<file path="src/rtl/mul32_pkg.sv">
// rtl/mul32_pkg.sv - op encodings, state type and operand helper shared by the mul32 block
package mul32_pkg;

    typedef enum logic [1:0] {
        OP_MUL    = 2'b00,
        OP_MULH   = 2'b01,
        OP_MULHSU = 2'b10,
        OP_MULHU  = 2'b11
    } mul_op_t;

    typedef enum logic [1:0] {
        ST_IDLE = 2'b00,
        ST_CALC = 2'b01,
        ST_FIX  = 2'b10
    } mul_state_t;

    // 0x80000000 maps onto itself, which is the correct unsigned magnitude.
    function automatic logic [31:0] abs32(input logic [31:0] v, input logic is_signed);
        return (is_signed && v[31]) ? (~v + 32'd1) : v;
    endfunction

endpackage

</file>
<file path="src/rtl/mul_digit_pp.sv">
// rtl/mul_digit_pp.sv - combinational magnitude times one multiplier digit
module mul_digit_pp #(
    parameter int RADIX_BITS = 4
) (
    input  logic [31:0]              a,
    input  logic [RADIX_BITS-1:0]    digit,
    output logic [32+RADIX_BITS-1:0] pp
);

    localparam int PP_W = 32 + RADIX_BITS;

    assign pp = {{RADIX_BITS{1'b0}}, a} * {{32{1'b0}}, digit};

endmodule

</file>
<file path="src/rtl/mul32.sv">
// rtl/mul32.sv - iterative radix-2^RADIX_BITS RV32M multiplier; MUL32_EARLY_OUT_EN enables early exit
module mul32
    import mul32_pkg::*;
#(
    parameter int RADIX_BITS = 4
) (
    input  logic        clk,
    input  logic        rst_n,
    input  logic        start,
    input  logic [1:0]  op,
    input  logic [31:0] rs1,
    input  logic [31:0] rs2,
    output logic [31:0] result,
    output logic        busy,
    output logic        done
);

    localparam int ITER  = 32 / RADIX_BITS;
    localparam int CNT_W = $clog2(ITER + 1);
    localparam int PP_W  = 32 + RADIX_BITS;

    mul_state_t            state;
    mul_op_t               op_q;
    logic                  sign_a;
    logic                  sign_b;
    logic [31:0]           a_abs;
    logic [31:0]           b_rem;
    logic [63:0]           acc;
    logic [5:0]            sh;
    logic [CNT_W-1:0]      count;

    logic                  a_signed;
    logic                  b_signed;
    logic [RADIX_BITS-1:0] digit;
    logic [PP_W-1:0]       pp;
    logic [63:0]           acc_next;
    logic [31:0]           b_next;
    logic                  last_step;
    logic [63:0]           prod;

    assign a_signed = (op == OP_MULH) || (op == OP_MULHSU);
    assign b_signed = (op == OP_MULH);
    assign digit    = b_rem[RADIX_BITS-1:0];
    assign b_next   = b_rem >> RADIX_BITS;

    mul_digit_pp #(.RADIX_BITS(RADIX_BITS)) u_pp (
        .a     (a_abs),
        .digit (digit),
        .pp    (pp)
    );

    assign acc_next = acc + ({{(64-PP_W){1'b0}}, pp} << sh);

`ifdef MUL32_EARLY_OUT_EN
    // Once the remaining multiplier digits are all zero, later steps add nothing.
    assign last_step = (count == CNT_W'(1)) || (b_next == 32'd0);
`else
    assign last_step = (count == CNT_W'(1));
`endif

    // sign flags are only ever set for signed ops, so MUL/MULHU never negate
    assign prod = (sign_a ^ sign_b) ? (~acc + 64'd1) : acc;

    always_ff @(posedge clk or negedge rst_n) begin
        if (!rst_n) begin
            state  <= ST_IDLE;
            op_q   <= OP_MUL;
            sign_a <= 1'b0;
            sign_b <= 1'b0;
            a_abs  <= 32'd0;
            b_rem  <= 32'd0;
            acc    <= 64'd0;
            sh     <= 6'd0;
            count  <= '0;
            result <= 32'd0;
            busy   <= 1'b0;
            done   <= 1'b0;
        end else begin
            case (state)
                ST_IDLE: begin
                    done <= 1'b0;
                    if (start) begin
                        op_q   <= mul_op_t'(op);
                        sign_a <= a_signed & rs1[31];
                        sign_b <= b_signed & rs2[31];
                        a_abs  <= abs32(rs1, a_signed);
                        b_rem  <= abs32(rs2, b_signed);
                        acc    <= 64'd0;
                        sh     <= 6'd0;
                        count  <= CNT_W'(ITER);
                        busy   <= 1'b1;
                        state  <= ST_CALC;
                    end
                end
                ST_CALC: begin
                    acc   <= acc_next;
                    b_rem <= b_next;
                    sh    <= sh + 6'(RADIX_BITS);
                    count <= count - CNT_W'(1);
                    if (last_step) begin
                        state <= ST_FIX;
                    end
                end
                ST_FIX: begin
                    result <= (op_q == OP_MUL) ? prod[31:0] : prod[63:32];
                    done   <= 1'b1;
                    busy   <= 1'b0;
                    state  <= ST_IDLE;
                end
                default: begin
                    state <= ST_IDLE;
                    busy  <= 1'b0;
                    done  <= 1'b0;
                end
            endcase
        end
    end

endmodule
</file>
<file path="config.mk">
export PLATFORM = sky130hd
export DESIGN_NAME = mul32
export DESIGN_NICKNAME = d
export VERILOG_FILES = /design/src/rtl/mul32_pkg.sv /design/src/rtl/mul_digit_pp.sv /design/src/rtl/mul32.sv
export SDC_FILE = /design/constraint.sdc
export NUM_CORES = 1
export LEC_CHECK = 0
export ABC_AREA = 1
export ABC_CLOCK_PERIOD_IN_PS = 6000
export BUFFER_PORTS_ARGS = -buffer_cell sky130_fd_sc_hd__buf_2
export CAP_MARGIN = 20
export CORE_MARGIN = 1
export CORE_UTILIZATION = 35
export DETAILED_ROUTE_END_ITERATION = 10
export HOLD_SLACK_MARGIN = 0.15
export MAX_ROUTING_LAYER = met4
export SYNTH_ARGS = -nofsm -noshare
export SYNTH_HDL_FRONTEND = slang
export SYNTH_HIERARCHICAL = 1
export SYNTH_SLANG_ARGS = --single-unit
export TNS_END_PERCENT = 100
</file>
<file path="constraint.sdc">
create_clock -name clk -period 6 [get_ports clk]
set_input_delay 0.6 -clock clk [delete_from_list [all_inputs] [get_ports clk]]
set_output_delay 0.6 -clock clk [all_outputs]
set_load 0.02 [all_outputs]
</file>
==> flow_summary.json <==
{
  "gr-total-overflow": 0,
  "nNetsFinal": 4450,
  "topRoutingLayerUsed": "met4",
  "synth.distinct_cells": 54,
  "cp_common_cell": "nand2_1",
  "reg2reg_from": "b_rem[3]",
  "drive_gt1_share_pct": 15.82,
  "syn_area_mm2": 0.02301,
  "antenna_found_initial": 1,
  "cp_slowest_stage_delay_ns": 0.47,
  "die_h_um": 258.4,
  "die_area_mm2": 0.06679,
  "tightest_slew_ns": 0.9762,
  "max_freq_mhz": 174.1,
  "clock-sinks": 176,
  "layout_setup_ws_ns": 0.2565,
  "arrival_ns": 6.13,
  "initial_utilization_pct": 35.57,
  "cp_slowest_cell": "fa_1",
  "io_pins": 103,
  "cts_root_buf": "clkbuf_16",
  "yosys.area.top_type_share_pct": 22.34,
  "wl_um": 84300,
  "num_vias": 24890,
  "cp-startpoint": "b_rem[3]",
  "cts_tree": "yes",
  "ys_warn_count": 6,
  "outcome": "finished clean",
  "synth_top_area_cell": "nand2_1",
  "crit_path_max_fanout": 17,
  "wl_met1_um": 39500,
  "first_global_vias": 23370,
  "h-tree-depth": 4,
  "hp-class": "in2reg",
  "remaining_drc_errors": 0,
  "netlist_instances": 4003,
  "firstDrtPassIters": 6,
  "cap_violations": 0,
  "synth_edf_count": 0,
  "rsz0062_at_grt": "yes",
  "final_max_slew_viol_count": 0,
  "wl_per_cell_um": 16.60,
  "cp.required_ns": 6.39,
  "synth.net_count": 4243,
  "setup_violations": 0,
  "grt_pass1_wl_um": 130900,
  "fin_area_mm2": 0.02725,
  "grt_use_total_pct": 25.98,
  "worst_clock_skew_ns": 0.01962,
  "synth-seq-cells": 176,
  "relSlewSlack_pct": 34.85,
  "synth_ff_type": "dfrtp_1",
  "core_area_mm2": 0.06470,
  "clkSlewWorstSetupHoldPaths_ns": 0.08,
  "cp-start-kind": "flop",
  "ys_top_cells_by_area": "nand2_1 22%, dfrtp_1 19%, inv_1 12%",
  "ys_seq_area_share_pct": 19.14,
  "area_delta_synth_final_pct": 18.41,
  "synth-async-reset-ratio_pct": 100.0,
  "path_class": "reg2reg",
  "synth.most_common_cell": "nand2_1",
  "yosys-top-cells-count": "1370 x nand2_1, 760 x inv_1, 387 x nor2_1, 280 x nand3_1, 179 x o21ai_0",
  "fillers": 7213,
  "post-route-period-util_pct": 95.73,
  "postSynthAreaPerCell_um2": 5.749,
  "whs_ns": 0.3165,
  "cts-buffers-inserted": 17,
  "wl_met2_um": 38020,
  "drt_iter0_drc": 1777,
  "avgViaCountPerCell": 4.901,
  "place.gp.congestion": 1.008,
  "clk_latency_ns": 0.50,
  "ant_nets": 0,
  "port-buffer-count": 102,
  "place_area_mm2": 0.02544,
  "rows": 93,
  "dp_hpwl_um": 68450,
  "min_from": "op[0]",
  "grt_max_degree": 129,
  "hold_viol_final": 0,
  "clock_path_buffers": 2,
  "period_needed_ns": 5.744,
  "fp.dieW_um": 258.4,
  "wl_met3_um": 3613,
  "dpl_worst_slack_ns": 0.02325,
  "crit_path_end_kind": "flop"
}
cells in the final DEF, fill, tap and decap left out, drive strengths merged, types with 21 or more instances in the layout:
master / netlist / final
o21ai: 206 / 206
o22ai: 21 / 21
nand3: 293 / 293
dfrtp: 176 / 176
nand4: 33 / 33
a21oi: 169 / 169
ha: 110 / 110
fa: 61 / 61
xor2: 43 / 43
nor3: 40 / 40
a22oi: 27 / 27
inv: 773 / 780
nand2: 1420 / 1420
buf: 54 / 284
nor2: 429 / 429
metal layers:
metal	track usage [%]	vias to the layer above
met2	41.46	623
met1	34.67	11350
met5	-	-
met3	1.907	110
met4	8.761	0
li1	-	12810
logic make-up after synthesis:
group | synth area share [%]
AO/OA/AOI/OAI | 11.39
XOR/XNOR | 2.283
adder cells (fa/ha/maj) | 11.29
buffers and inverters | 14.60
flip-flops | 19.14
multiplexers | 0.3045
AND/OR/NAND/NOR | 40.99
repair_timing:
action,4_1_cts,5_1_grt
setup endpoints to repair,1,46
gates cloned,0,1
buffers inserted,0,20
gates resized for setup,1,259
endpoints found under the hold margin,48,0
hold buffers,1,0
pin swaps,0,55
sequential cells by signal, indices dropped and copies added (netlist names), 2 cells and up:
register	flops
acc	64
a_abs	32
b_rem	32
result	32
count	4
sh	4
op_q	2
state	2
per-stage QoR:
step | instances | TNS, ns | utilization, %
2_1_floorplan | 4003 | 0 | -
3_3_place_gp | 5023 | 0 | 39.32
3_5_place_dp | 5023 | 0 | 39.32
4_1_cts | 5056 | 0 | 40.26
5_1_grt | 5079 | -0.5508 | 42.12
6_report | 5079 | 0 | 42.12
cell type report:
cell class | instances | area [um^2] | area share [%]
antenna | 1 | 2.502 | 0.009182
clock buffer | 17 | 425.4 | 1.561
clock inverter | 15 | 168.9 | 0.6198
inverter | 775 | 2909 | 10.67
multi-input combinational | 2953 | 16270 | 59.71
sequential | 176 | 4407 | 16.17
tap | 855 | 1070 | 3.925
timing repair buffer | 287 | 1998 | 7.332
path summary, 6_finish.rpt:
kind | to | slack [ns] | cells after the start
setup reg to reg | acc[46] | 0.26 | 34
hold reg to reg | done | 0.48 | 2
hold / removal | op_q[0] | 0.32 | 3
setup / recovery | acc[46] | 0.26 | 34
max in group asynchronous | b_rem[1] | 4.12 | 3
min in group asynchronous | acc[18] | 0.63 | 2
critical path: cells and delay by family, from the launching register on:
kind / cells / cell delay (ns)
simple gates: 18 / 1.79
fa+ha+maj: 4 / 1.68
flops: 1 / 0.45
compound gates: 3 / 0.67
buf+inv: 8 / 0.81
mux: 1 / 0.20
Power is not shown: default switching activity piles up to over one toggle a cycle in this logic, so the estimate is an artifact.
